## src/rtl/ibex_fetch_pkg.sv

```systemverilog
// Shared types and constants for the instruction fetch request path.
// Slots pair a granted word address with a flag that drops its response.
package ibex_fetch_pkg;

    localparam int unsigned FETCH_WORD_BYTES = 4;

    typedef struct packed {
        logic [31:0] addr;
        logic        discard;
    } fetch_slot_t;

    typedef enum logic {
        FETCH_IDLE     = 1'b0,
        FETCH_WAIT_GNT = 1'b1
    } fetch_state_e;

    function automatic logic [31:0] word_align(input logic [31:0] addr);
        return {addr[31:2], 2'b00};
    endfunction

endpackage

```

## src/rtl/ibex_fetch_req_slots.sv

```systemverilog
// In-order queue of outstanding fetch requests: push on grant, pop on response,
// and a bulk discard that marks every queued response to be dropped.
module ibex_fetch_req_slots
    import ibex_fetch_pkg::*;
#(
    parameter int unsigned NUM_REQS = 2,
    parameter bit          ResetAll = 1'b0
) (
    input  logic                          clk_i,
    input  logic                          rst_i,
    input  logic                          push_i,
    input  logic [31:0]                   push_addr_i,
    input  logic                          push_discard_i,
    input  logic                          pop_i,
    input  logic                          discard_all_i,
    output logic [31:0]                   head_addr_o,
    output logic                          head_discard_o,
    output logic [$clog2(NUM_REQS+1)-1:0] cnt_o
);

    localparam int unsigned CNT_W = $clog2(NUM_REQS + 1);
    localparam int unsigned PTR_W = (NUM_REQS > 1) ? $clog2(NUM_REQS) : 1;

    logic [PTR_W-1:0]    rd_ptr_q;
    logic [PTR_W-1:0]    wr_ptr_q;
    logic [CNT_W-1:0]    cnt_q;
    logic                pop_eff;
    logic [31:0]         slot_addr [NUM_REQS];
    logic [NUM_REQS-1:0] slot_discard;

    function automatic logic [PTR_W-1:0] ptr_inc(input logic [PTR_W-1:0] p);
        return (p == PTR_W'(NUM_REQS - 1)) ? '0 : p + 1'b1;
    endfunction

    // A response with nothing outstanding is a leftover from before reset.
    assign pop_eff = pop_i & (cnt_q != '0);

    always_ff @(posedge clk_i) begin
        if (rst_i) begin
            rd_ptr_q <= '0;
            wr_ptr_q <= '0;
            cnt_q    <= '0;
        end else begin
            if (push_i)  wr_ptr_q <= ptr_inc(wr_ptr_q);
            if (pop_eff) rd_ptr_q <= ptr_inc(rd_ptr_q);
            case ({push_i, pop_eff})
                2'b10:   cnt_q <= cnt_q + 1'b1;
                2'b01:   cnt_q <= cnt_q - 1'b1;
                default: cnt_q <= cnt_q;
            endcase
        end
    end

    genvar gi;
    generate
        for (gi = 0; gi < NUM_REQS; gi++) begin : g_slot
            logic        wr_sel;
            logic [31:0] addr_q;
            logic        discard_q;

            assign wr_sel = push_i & (wr_ptr_q == PTR_W'(gi));

            // The entry written this cycle takes its own discard flag, not the bulk one.
            always_ff @(posedge clk_i) begin
                if (rst_i)              discard_q <= 1'b0;
                else if (wr_sel)        discard_q <= push_discard_i;
                else if (discard_all_i) discard_q <= 1'b1;
            end

            if (ResetAll) begin : g_addr_rst
                always_ff @(posedge clk_i) begin
                    if (rst_i)       addr_q <= '0;
                    else if (wr_sel) addr_q <= push_addr_i;
                end
            end else begin : g_addr_nrst
                always_ff @(posedge clk_i) begin
                    if (wr_sel) addr_q <= push_addr_i;
                end
            end

            assign slot_addr[gi]    = addr_q;
            assign slot_discard[gi] = discard_q;
        end
    endgenerate

    assign head_addr_o    = slot_addr[rd_ptr_q];
    assign head_discard_o = slot_discard[rd_ptr_q];
    assign cnt_o          = cnt_q;

endmodule

```

## src/rtl/ibex_fetch_req_ctrl.sv

```systemverilog
// Instruction-bus fetch master: issues word-aligned requests, tracks them in order,
// and forwards surviving responses (with their address) into the fetch FIFO.
module ibex_fetch_req_ctrl
    import ibex_fetch_pkg::*;
#(
    parameter int unsigned NUM_REQS = 2,
    parameter bit          ResetAll = 1'b0
) (
    input  logic                clk_i,
    input  logic                rst_i,
    input  logic                req_i,
    input  logic                branch_i,
    input  logic [31:0]         branch_addr_i,
    input  logic [NUM_REQS-1:0] fifo_busy_i,
    output logic                fifo_clear_o,
    output logic                fifo_valid_o,
    output logic [31:0]         fifo_addr_o,
    output logic [31:0]         fifo_rdata_o,
    output logic                fifo_err_o,
    output logic                instr_req_o,
    input  logic                instr_gnt_i,
    output logic [31:0]         instr_addr_o,
    input  logic                instr_rvalid_i,
    input  logic [31:0]         instr_rdata_i,
    input  logic                instr_err_i,
    output logic                busy_o
);

    localparam int unsigned CNT_W = $clog2(NUM_REQS + 1);

    fetch_state_e        state_q, state_next;
    logic [31:0]         fetch_addr_q;
    logic [31:0]         req_addr_q;
    logic                wait_discard_q;
    logic [CNT_W-1:0]    out_cnt;
    logic [NUM_REQS-1:0] out_thermo, out_thermo_rev;
    logic                fifo_ready, new_req, issue, granted;
    logic [31:0]         target_addr, head_addr;
    logic                head_discard, head_live;

    genvar gi;
    generate
        for (gi = 0; gi < NUM_REQS; gi++) begin : g_thermo
            assign out_thermo[gi]     = (out_cnt > CNT_W'(gi));
            assign out_thermo_rev[gi] = out_thermo[NUM_REQS-1-gi];
        end
    endgenerate

    // Room is judged against FIFO occupancy plus responses still in flight.
    assign fifo_ready  = ~&(fifo_busy_i | out_thermo_rev);
    assign new_req     = req_i & (fifo_ready | branch_i) & (out_cnt < CNT_W'(NUM_REQS));
    assign target_addr = word_align(branch_addr_i);
    assign issue       = (state_q == FETCH_IDLE) & new_req;
    assign granted     = instr_req_o & instr_gnt_i;

    always_ff @(posedge clk_i) begin
        if (rst_i) state_q <= FETCH_IDLE;
        else       state_q <= state_next;
    end

    always_comb begin
        state_next = state_q;
        case (state_q)
            FETCH_IDLE:     if (new_req && !instr_gnt_i) state_next = FETCH_WAIT_GNT;
            FETCH_WAIT_GNT: if (instr_gnt_i)             state_next = FETCH_IDLE;
            default:        state_next = FETCH_IDLE;
        endcase
    end

    always_comb begin
        instr_req_o  = 1'b0;
        instr_addr_o = fetch_addr_q;
        case (state_q)
            FETCH_IDLE: begin
                instr_req_o  = new_req;
                instr_addr_o = branch_i ? target_addr : fetch_addr_q;
            end
            FETCH_WAIT_GNT: begin
                instr_req_o  = 1'b1;
                instr_addr_o = req_addr_q;
            end
            default: ;
        endcase
    end

    // fetch_addr_q always holds the address after the one on the bus, so a branch
    // while waiting for grant can redirect it without disturbing the pending request.
    always_ff @(posedge clk_i) begin
        if (rst_i) begin
            fetch_addr_q   <= '0;
            wait_discard_q <= 1'b0;
        end else begin
            if (issue)         fetch_addr_q <= instr_addr_o + FETCH_WORD_BYTES;
            else if (branch_i) fetch_addr_q <= target_addr;

            if (state_q != FETCH_WAIT_GNT || instr_gnt_i) wait_discard_q <= 1'b0;
            else if (branch_i)                             wait_discard_q <= 1'b1;
        end
    end

    generate
        if (ResetAll) begin : g_req_addr_rst
            always_ff @(posedge clk_i) begin
                if (rst_i)                      req_addr_q <= '0;
                else if (issue && !instr_gnt_i) req_addr_q <= instr_addr_o;
            end
        end else begin : g_req_addr_nrst
            always_ff @(posedge clk_i) begin
                if (issue && !instr_gnt_i) req_addr_q <= instr_addr_o;
            end
        end
    endgenerate

    ibex_fetch_req_slots #(
        .NUM_REQS (NUM_REQS),
        .ResetAll (ResetAll)
    ) u_slots (
        .clk_i          (clk_i),
        .rst_i          (rst_i),
        .push_i         (granted),
        .push_addr_i    (instr_addr_o),
        .push_discard_i ((state_q == FETCH_WAIT_GNT) & (branch_i | wait_discard_q)),
        .pop_i          (instr_rvalid_i),
        .discard_all_i  (branch_i),
        .head_addr_o    (head_addr),
        .head_discard_o (head_discard),
        .cnt_o          (out_cnt)
    );

    assign head_live    = (out_cnt != '0);
    assign fifo_clear_o = branch_i;
    assign fifo_valid_o = instr_rvalid_i & head_live & ~head_discard & ~branch_i;
    assign fifo_addr_o  = head_live ? head_addr : '0;
    assign fifo_rdata_o = instr_rdata_i;
    assign fifo_err_o   = instr_err_i & fifo_valid_o;
    assign busy_o       = instr_req_o | head_live;

    a_req_stable: assert property (@(posedge clk_i) disable iff (rst_i)
        (instr_req_o && !instr_gnt_i) |=> (instr_req_o && $stable(instr_addr_o)))
        else $error("instr_req_o retracted or instr_addr_o moved before grant");

    a_cnt_bound: assert property (@(posedge clk_i) disable iff (rst_i)
        out_cnt <= CNT_W'(NUM_REQS))
        else $error("outstanding count exceeds NUM_REQS");

    a_known: assert property (@(posedge clk_i) disable iff (rst_i)
        !$isunknown({instr_req_o, instr_addr_o, busy_o, fifo_valid_o,
                     fifo_addr_o, fifo_err_o, fifo_clear_o}))
        else $error("unknown value on a control output");

    // Stray responses are legal after a reset that dropped outstanding requests.
    a_stray_rvalid: assert property (@(posedge clk_i) disable iff (rst_i)
        instr_rvalid_i |-> (out_cnt != '0))
        else $warning("instr_rvalid_i with no outstanding request ignored");

endmodule

```

## config.mk

```make
export PLATFORM = sky130hd
export DESIGN_NAME = ibex_fetch_req_ctrl
export DESIGN_NICKNAME = d
export VERILOG_FILES = /design/src/rtl/ibex_fetch_pkg.sv /design/src/rtl/ibex_fetch_req_slots.sv /design/src/rtl/ibex_fetch_req_ctrl.sv
export SDC_FILE = /design/constraint.sdc
export NUM_CORES = 1
export LEC_CHECK = 0
export CAP_MARGIN = 20
export CORE_AREA = 2 2 119 133
export DETAILED_ROUTE_END_ITERATION = 6
export DIE_AREA = 0 0 121 135
export PLACE_DENSITY = 0.73
export SKIP_CTS_REPAIR_TIMING = 1
export SLEW_MARGIN = 15
export SYNTH_ARGS = -nofsm -noshare
export SYNTH_HDL_FRONTEND = slang
export SYNTH_SLANG_ARGS = --single-unit
export TNS_END_PERCENT = 20
```

## constraint.sdc

```tcl
create_clock -name clk_i -period 3.2 [get_ports clk_i]
set_input_delay 0.48 -clock clk_i [delete_from_list [all_inputs] [get_ports clk_i]]
set_output_delay 0.48 -clock clk_i [all_outputs]
set_load 0.01 [all_outputs]
```

# == After elaboration in Yosys (flattened, before gate mapping) ==
# Cells that the tools add are included.
# W data, S select, Z words.
# totals
reg_bits,136
elab_cells,73
# op_classes
addsub,5
order_cmp,5
eq_ne,2
muxes,19
bitwise,20
n_reduce_logical,11
# ops
cell,count
$mux W32,6
$pmux W32 S2,1
$add A32 B3 Y32 const B,1
$and A1 B1 Y1,11
$mux W1,9
$reduce_bool A2 Y1,4
$gt A2 B1 Y1 const B,2
$not A1 Y1,4
$pmux W1 S2,2
$pmux W2 S2,1
$or A1 B1 Y1,3
$add A1 B1 Y1 const B,2
$add A2 B1 Y2 const B,1
$eq A2 B1 Y1 const B,1
$eq A2 B2 Y1 const B,1
$ge A2 B2 Y1 const B,1
$logic_and A1 B1 Y1,2
$logic_not A1 Y1,2
$lt A1 B2 Y1 const B,1
$lt A2 B2 Y1 const B,1
$not A1 Y2,1
$or A2 B2 Y2,1
$reduce_and A2 Y1,1
$reduce_or A2 Y1,1
2 further kinds,2

# == Depth between registers and ports, before layout ==
# Gate-level depths: netlist of run 1.
# logic_depth
ltp_word,11
ltp_mapped,10

# == Cells and area by module ==
# A second synthesis of run 1 with hierarchy kept.
# unflattened
cells_unflattened,500
area_unflattened_um2,6442.4
# by_module_without_submodules
module,n_inst,cells_each,area_per_inst_um2,seq_area_each_um2
ibex_fetch_req_ctrl,1,373,3878.7,1641.6
ibex_fetch_req_slots,1,127,2563.7,2042.0

# == Worst setup path before layout of run 1 ==
# Ideal clock, no wire load.
# synth_timing
path_type,input port to flip-flop
from,in branch_i
to,reg u_slots.g_slot[0].discard_q
setup_ns,0.210
t_arrival_ns,3.180
required_ns,2.990
path_slack_ns,-0.190
stages,9
path_cell_list,buf_6 -> buf_12 -> buf_4 -> nor2b_1 -> a21oi_1 -> o21ai_0 -> nor2_1 -> mux2i_1 -> a221oi_1
# synth_between
elab_chain_cells,7
word_cells_on_any_way,10
classes_between,2 x mux; 7 x bitwise; 1 x reduce/logical
# synth_rtl
element,line_no,source
start: declaration,ibex_fetch_req_ctrl.sv:12,"input logic branch_i,"
$or A1 B1 Y1 *,ibex_fetch_req_ctrl.sv:51,assign new_req = req_i & (fifo_ready | branch_i) & (out_cnt < CNT_W'(NUM_REQS));
$and A1 B1 Y1 * (2 in a row),ibex_fetch_req_ctrl.sv:51,
$pmux W1 S2 *,ibex_fetch_req_ctrl.sv:73,case (state_q)
$and A1 B1 Y1 *,ibex_fetch_req_ctrl.sv:54,assign granted = instr_req_o & instr_gnt_i;
$and A1 B1 Y1 *,ibex_fetch_req_slots.sv:61,assign wr_sel = push_i & (wr_ptr_q == PTR_W'(gi));
named net u_slots.g_slot[0].wr_sel,ibex_fetch_req_slots.sv:57,logic wr_sel;
$mux W1 or $reduce_bool A2 Y1 (tied branches),n/a,
end signal: assignment,ibex_fetch_req_slots.sv:66,else if (wr_sel) discard_q <= push_discard_i;
end: declaration,ibex_fetch_req_slots.sv:59,logic discard_q;
# The timed path passes the listed nets; every way through them passes the cells marked *.
# A chain may end at the register's enable or synchronous reset.

# == Worst setup path in the final report of run 1 ==
# layout_timing
from,in branch_i
to,out instr_addr_o[23]
# layout_between
elab_chain_cells,2
# layout_rtl
element,line_no,source
$mux W32,n/a,
$pmux W32 S2,ibex_fetch_req_ctrl.sv:73,
end: declaration,ibex_fetch_req_ctrl.sv:22,"output logic [31:0] instr_addr_o,"
# Every way passes these cells.

==> out/results.tsv, run 1 <==
metric	value	unit
outcome	finished, final reports clean	
vias per cell	5.33	
CTS buffer count	17	
area grow syn2layout	27.6	%
cell area after layout	8240	um^2
detailed placement HPWL	10.5	mm
Max-cap violations	0	
vias in the first global route	4579	
Ant. Diodes	0	
Synth Instances	526	
Worst-Skew Late Latency	0.43	ns
worst vdd ir	456	uV
Root Driver	clkbuf_16	
share of cells above drive strength 1	19.6	%
sequential-to-total area share from yosys stat	57.1	%
Placement Cell Area	7610	um^2
GPL Wtd Cong	0.834	
RSZ-0062 raised after global routing	no	
CP Class	in -> out	
dpl cells	802	
nets@finish	701	
Final ANT Viol Nets	0	
Worst Tran Pin Value	0.737	ns
DR pass1 iterations	4	
clk buf depth	2	
#FFs+latches synth	136	
largest net degree at the start of global routing	34	
Leakage Power	2.93	nW
clk sinks	136	
Critical Path AT	2.62	ns
Max H-tree Level	4	
initial core utilization	43.4	%
port bufs	107	
Data required, critical path	2.72	ns
Syn Area/Cell	12.3	um^2
total grt overflow	0	
Pwr Density	733	nW/um^2
setup violators final	0	
Worst Hold Class	reg -> reg	
power consumption	6.03	mW
via count	4449	
fin crit share	97.0	%
chip height	135	um
Die Span X	121	um
hold slack	0.440	ns
Final min period	3.10	ns
Final Non-Filler Cells	834	
Final Slew Violations	0	
initial antenna violation count	0	
Setup crit start kind	primary input	
peak fanout along the critical path	25	
Reg clk slew, reported paths	0.05	ns
Clock Skew	0.00532	ns
initial detailed-routing violation count	262	
Rel. slew slack	50.5	%
first-pass GRT wire length	24.0	mm
Cell Area, Synth	6450	um^2
Tot GR Track Use	19.4	%
Synthesized Nets	602	
Max Fclk	322	MHz
row cnt	47	
DRC viols	0	
top-level I/O count	174	
TritonCTS clock tree	done	
core footprint	14900	um^2
Critical Path End Type	output pin	
wire per inst	18.2	um
synth warn	0	
Most used DFF post-synth	edfxtp_1	
Final Hold Fails	0	
Post-synth ARST share	0	%
die area	16300	um^2
final core occ	55.4	%
WL final	15.2	mm
EDFF count, synth	96	
Distinct cells, synth	47	
[layout make-up]
cell class | instances | area (um^2)
timing repair buffer | 136 | 1280
multi-input combinational | 322 | 2360
fill | 1271 | 6640
sequential | 136 | 3680
clock buffer | 20 | 447
inverter | 12 | 45.0
clock inverter | 12 | 174
tap | 196 | 245
[placed cells by master, fill, tap and decap left out, types with 3 or more instances in the layout]
master / Yosys / layout
a21oi_1: 10 / 10
a21oi_2: 6 / 6
a31oi_1: 4 / 4
and2_1: 6 / 6
and3_1: 7 / 7
and4_1: 5 / 5
buf_4: 35 / 29
bufinv_16: 0 / 4
clkbuf_16: 0 / 17
clkdlybuf4s50_1: 0 / 106
clkinv_2: 0 / 4
dfxtp_1: 40 / 39
edfxtp_1: 96 / 96
ha_1: 3 / 3
inv_1: 11 / 11
mux2_2: 40 / 40
mux2i_1: 51 / 51
nand2_1: 21 / 21
nand2b_1: 3 / 3
nand3_1: 10 / 10
nand4_1: 10 / 10
nor2_1: 62 / 60
nor2b_1: 11 / 10
nor3_1: 8 / 8
nor4_1: 5 / 5
o21ai_0: 8 / 8
o31ai_1: 6 / 6
or2_2: 3 / 3
or3_1: 4 / 4
or4_1: 7 / 7
or4_4: 3 / 3
xnor2_1: 11 / 11
xor2_1: 4 / 4
[sequential cells by signal, indices dropped and copies added (netlist names)]
| signal | count |
|---|---|
| u_slots.rd_ptr_q | 1 |
| u_slots.wr_ptr_q | 1 |
| state_q | 1 |
| u_slots.cnt_o | 2 |
| req_addr_q | 32 |
| wait_discard_q | 1 |
| u_slots.g_slot.addr_q | 64 |
| u_slots.g_slot.discard_q | 2 |
| fetch_addr_q | 32 |
[synthesized netlist by cell type (2+ instances only)]
cell	count	area, um^2
or2_2	3	18.8
a21oi_4	2	32.5
xnor2_1	11	96.3
mux2_2	40	450
edfxtp_1	96	2880
o31ai_1	6	45.0
and4_1	5	43.8
or3_1	4	25.0
a31oi_1	4	25.0
and2_1	6	37.5
or4_1	7	52.6
nor2_1	62	233
nand2_1	21	78.8
mux2i_1	51	510
or4_4	3	33.8
nand2b_1	3	18.8
a21oi_1	10	50.1
dfxtp_1	40	801
buf_12	2	40.0
buf_2	3	15.0
clkbuf_1	14	52.6
and3_1	7	43.8
nor2b_1	11	68.8
inv_1	11	41.3
nand3_1	10	50.1
o21ai_0	8	40.0
ha_1	3	37.5
xor2_1	4	35.0
nor4_1	5	31.3
nand4_1	10	62.6
a221oi_1	2	17.5
nor3_1	8	40.0
a21oi_2	6	52.6
buf_4	35	263
[per-stage QoR]
stage / setup TNS (ns) / setup WS [ns]
finish: 0 / 0.0964
floorplan: -2.01 / -0.190
CTS: 0 / 0.0687
detailed placement: 0 / 0.0681
global placement: 0 / 0.107
global route: 0 / 0.0124
[power breakdown]
part / switching [mW] / internal [mW] / total [mW] / leakage, nW
Combinational: 0.941 / 0.884 / 1.83 / 1.41
Sequential: 0.0490 / 2.12 / 2.17 / 1.22
Clock: 0.721 / 1.32 / 2.04 / 0.304
Total: 1.71 / 4.32 / 6.03 / 2.93
[layer usage]
layer	vias up	global-route usage (%)	part of all wire (%)
met1	2209	22.1	41
met2	102	33.4	51
li1	2092	-	-
met3	46	4.52	4.2
met5	-	0	0
met4	0	10.9	3.3
[kinds of logic after synthesis]
logic type	Yosys count	synth area share [%]
adder cells (fa/ha/maj)	3	0.582
XOR/XNOR	15	2.04
AND/OR/NAND/NOR	170	13.8
multiplexers	93	15.3
AO/OA/AOI/OAI	41	4.50
flip-flops	136	57.1
buffers and inverters	68	6.67
[critical path, cell delays in order]
cell,delay [ns]
buf_2,0.55
buf_4,0.33
mux2_2,0.37
mux2_2,0.36
clkdlybuf4s50_1,0.51
[final timing paths]
kind | startpoint | endpoint | slack (ns) | cells after the start
max | branch_i | instr_addr_o[23] | 0.1 | 5
min | fetch_addr_q[0] | fetch_addr_q[0] | 0.44 | 2
max reg2reg | state_q | fetch_addr_q[20] | 0.53 | 7
min reg2reg | fetch_addr_q[0] | fetch_addr_q[0] | 0.44 | 2
Power figures use the tool's default switching activity.
==> run 2, diff against run 1 <==
--- a/config.mk
+++ b/config.mk
@@ -6,10 +6,12 @@
 export NUM_CORES = 1
 export LEC_CHECK = 0
 export CAP_MARGIN = 20
-export CORE_AREA = 2 2 119 133
+export CORE_AREA = 2 2 105 117
+export CTS_BUF_LIST = sky130_fd_sc_hd__clkbuf_16
 export DETAILED_ROUTE_END_ITERATION = 6
-export DIE_AREA = 0 0 121 135
-export PLACE_DENSITY = 0.73
+export DIE_AREA = 0 0 107 119
+export DONT_BUFFER_PORTS = 1
+export PLACE_DENSITY = 0.72
 export SKIP_CTS_REPAIR_TIMING = 1
 export SLEW_MARGIN = 15
 export SYNTH_ARGS = -nofsm -noshare
==> out/results.tsv, run 2 (synthesis gave the netlist of run 1 again) <==
metric	value	unit	change
largest net degree at the start of global routing	40		was 34
WP buf/inv	3		unchanged
GR Layer Usage met3	8.43	%	was 4.52%
Die Span X	107	um	was 121 um
CP dominant cell by count	buf_4		was mux2_2
share of cells above drive strength 1	20.3	%	was 19.6%
Worst Tran Pin Value	0.864	ns	was 0.737 ns
worst vdd ir	366	uV	was 456 uV
row cnt	42		was 47
Setup crit start kind	flop		was primary input
Critical Path End Type	flop		was output pin
Data required, critical path	3.55	ns	was 2.72 ns
chip height	119	um	was 135 um
met2 Resource Use GR	37.8	%	was 33.4%
top-level I/O count	174		unchanged
RSZ-0062 raised after global routing	no		unchanged
Final Slew Violations	0		unchanged
TritonCTS clock tree	done		unchanged
Rel. slew slack	41.8	%	was 50.5%
GR peak layer	met2		unchanged
commonest non-fill, non-tap cells in the layout	edfxtp_1 (96), nor2_1 (60), mux2i_1 (51)		was clkdlybuf4s50_1 (106), edfxtp_1 (96), nor2_1 (60)
Tot GR Track Use	21.9	%	was 19.4%
Reg clk slew, reported paths	0.06	ns	was 0.05 ns
peak fanout along the critical path	19		was 25
Worst-Skew Late Latency	0.42	ns	was 0.43 ns
Root Driver	clkbuf_16		unchanged
initial antenna violation count	2		was 0
CTS buffer count	17		unchanged
DR pass1 iterations	5		was 4
Setup crit start	state_q		was branch_i
nets@finish	576		was 701
WL final	13.5	mm	was 15.2 mm
vias per cell	5.93		was 5.33
HP Start	rst_i		was fetch_addr_q[0]
Worst Hold Class	in -> reg		was reg -> reg
detailed placement HPWL	9.18	mm	was 10.5 mm
Final min period	2.65	ns	was 3.10 ns
via count	3964		was 4449
setup violators final	0		unchanged
grt met1 use	24.2	%	was 22.1%
Final Hold Fails	0		unchanged
vias in the first global route	4145		was 4579
delay of the slowest critical-path stage	0.51	ns	was 0.55 ns
die area	12700	um^2	was 16300 um^2
CP max-delay cell	or4_1		was buf_2
DRC viols	0		unchanged
CP Cell Sequence	inv_2 -> buf_4 -> buf_4 -> mux2_2 -> and4_1 -> nand3_1 -> or4_1 -> a21oi_1		was buf_2 -> buf_4 -> mux2_2 -> mux2_2 -> clkdlybuf4s50_1
wire per inst	20.1	um	was 18.2 um
Pwr Density	776	nW/um^2	was 733 nW/um^2
Max Fclk	377	MHz	was 322 MHz
commonest non-fill, non-tap cell in the layout	edfxtp_1		was clkdlybuf4s50_1
Max-cap violations	0		unchanged
port bufs	0		was 107
clk buf depth	2		unchanged
reg-to-reg startpoint	state_q		unchanged
power consumption	5.45	mW	was 6.03 mW
clk sinks	136		unchanged
number of flip-flops in the largest register	64		unchanged
outcome	finished, final reports clean		unchanged
Largest Register	u_slots.g_slot.addr_q		unchanged
initial detailed-routing violation count	182		was 262
core footprint	11700	um^2	was 14900 um^2
first-pass GRT wire length	21.1	mm	was 24.0 mm
total grt overflow	0		unchanged
Clock Skew	0.00908	ns	was 0.00532 ns
CP Class	reg -> reg		was in -> out
area grow syn2layout	8.90	%	was 27.6%
Critical Path AT	3.00	ns	was 2.62 ns
biggest regs	u_slots.g_slot.addr_q (64), fetch_addr_q (32), req_addr_q (32)		unchanged
Leakage Power	2.45	nW	was 2.93 nW
initial core utilization	55.1	%	was 43.4%
final core occ	60.0	%	was 55.4%
Fill cells	917		was 1271
delay-heaviest family, CP	simple AND/OR/NAND/NOR gates		was buffers and inverters
Max H-tree Level	4		unchanged
Final ANT Viol Nets	0		unchanged
fin crit share	82.8	%	was 97.0%
setup_tns	0	ns	unchanged
GPL Wtd Cong	0.819		was 0.834
[run 2: changes by cell type in the layout (fill, tap and decap cells not counted), sizes merged]
| cell | change |
|---|---|
| clkdlybuf4s50 | -106 |
| buf | -19 |
| diode | +2 |
| clkinvlp | +2 |
| bufinv | +1 |
| clkbuf | -3 |
[run 2: metal layers]
metal / up-vias / routed length (um)
met1: 1977 / 5340
met2: 124 / 6940
met4: 0 / 193
met3: 23 / 987
li1: 1840 / -
met5: - / 0
[run 2: cell type report]
cell class,count,area (um^2),share of cell area [%]
Sequential cell,136,3680,52.4
Inverter,12,45.0,0.641
Timing Repair Buffer,11,108,1.53
Multi-Input combinational cell,322,2360,33.5
Clock inverter,15,210,2.99
Tap cell,154,193,2.74
Antenna cell,2,5.00,0.0712
Clock buffer,17,425,6.05
[run 2: worst register-to-register path, stage by stage, from the launching register on]
cell and delay (ns):
dfxtp_1 0.32, inv_2 0.39, buf_4 0.26, buf_4 0.22
mux2_2 0.33, and4_1 0.28, nand3_1 0.13, or4_1 0.51
a21oi_1 0.14
[run 2: final timing paths]
path                           end  slack, ns  depth (start not counted)
setup / recovery  fetch_addr_q[30]       0.55                          8
hold / removal    fetch_addr_q[21]       0.12                          1
setup reg to reg  fetch_addr_q[30]       0.55                          8
hold reg to reg    fetch_addr_q[0]       0.45                          2
[run 2: stage by stage]
stage	cell area, um^2	cells	hold WS (ns)	setup WS, ns
floorplan	6450	526	0.420	-0.190
CTS	7020	667	0.113	0.551
detailed placement	6390	635	0.437	0.566
global placement	6390	635	0.430	0.608
global route	7020	667	0.103	0.396
finish	7030	669	0.120	0.550
[run 2: report_power, final]
group,total (mW),internal [mW],switching (mW)
Sequential,2.21,2.12,0.0979
Combinational,1.16,0.383,0.775
Clock,2.08,1.37,0.710
Total,5.45,3.87,1.58
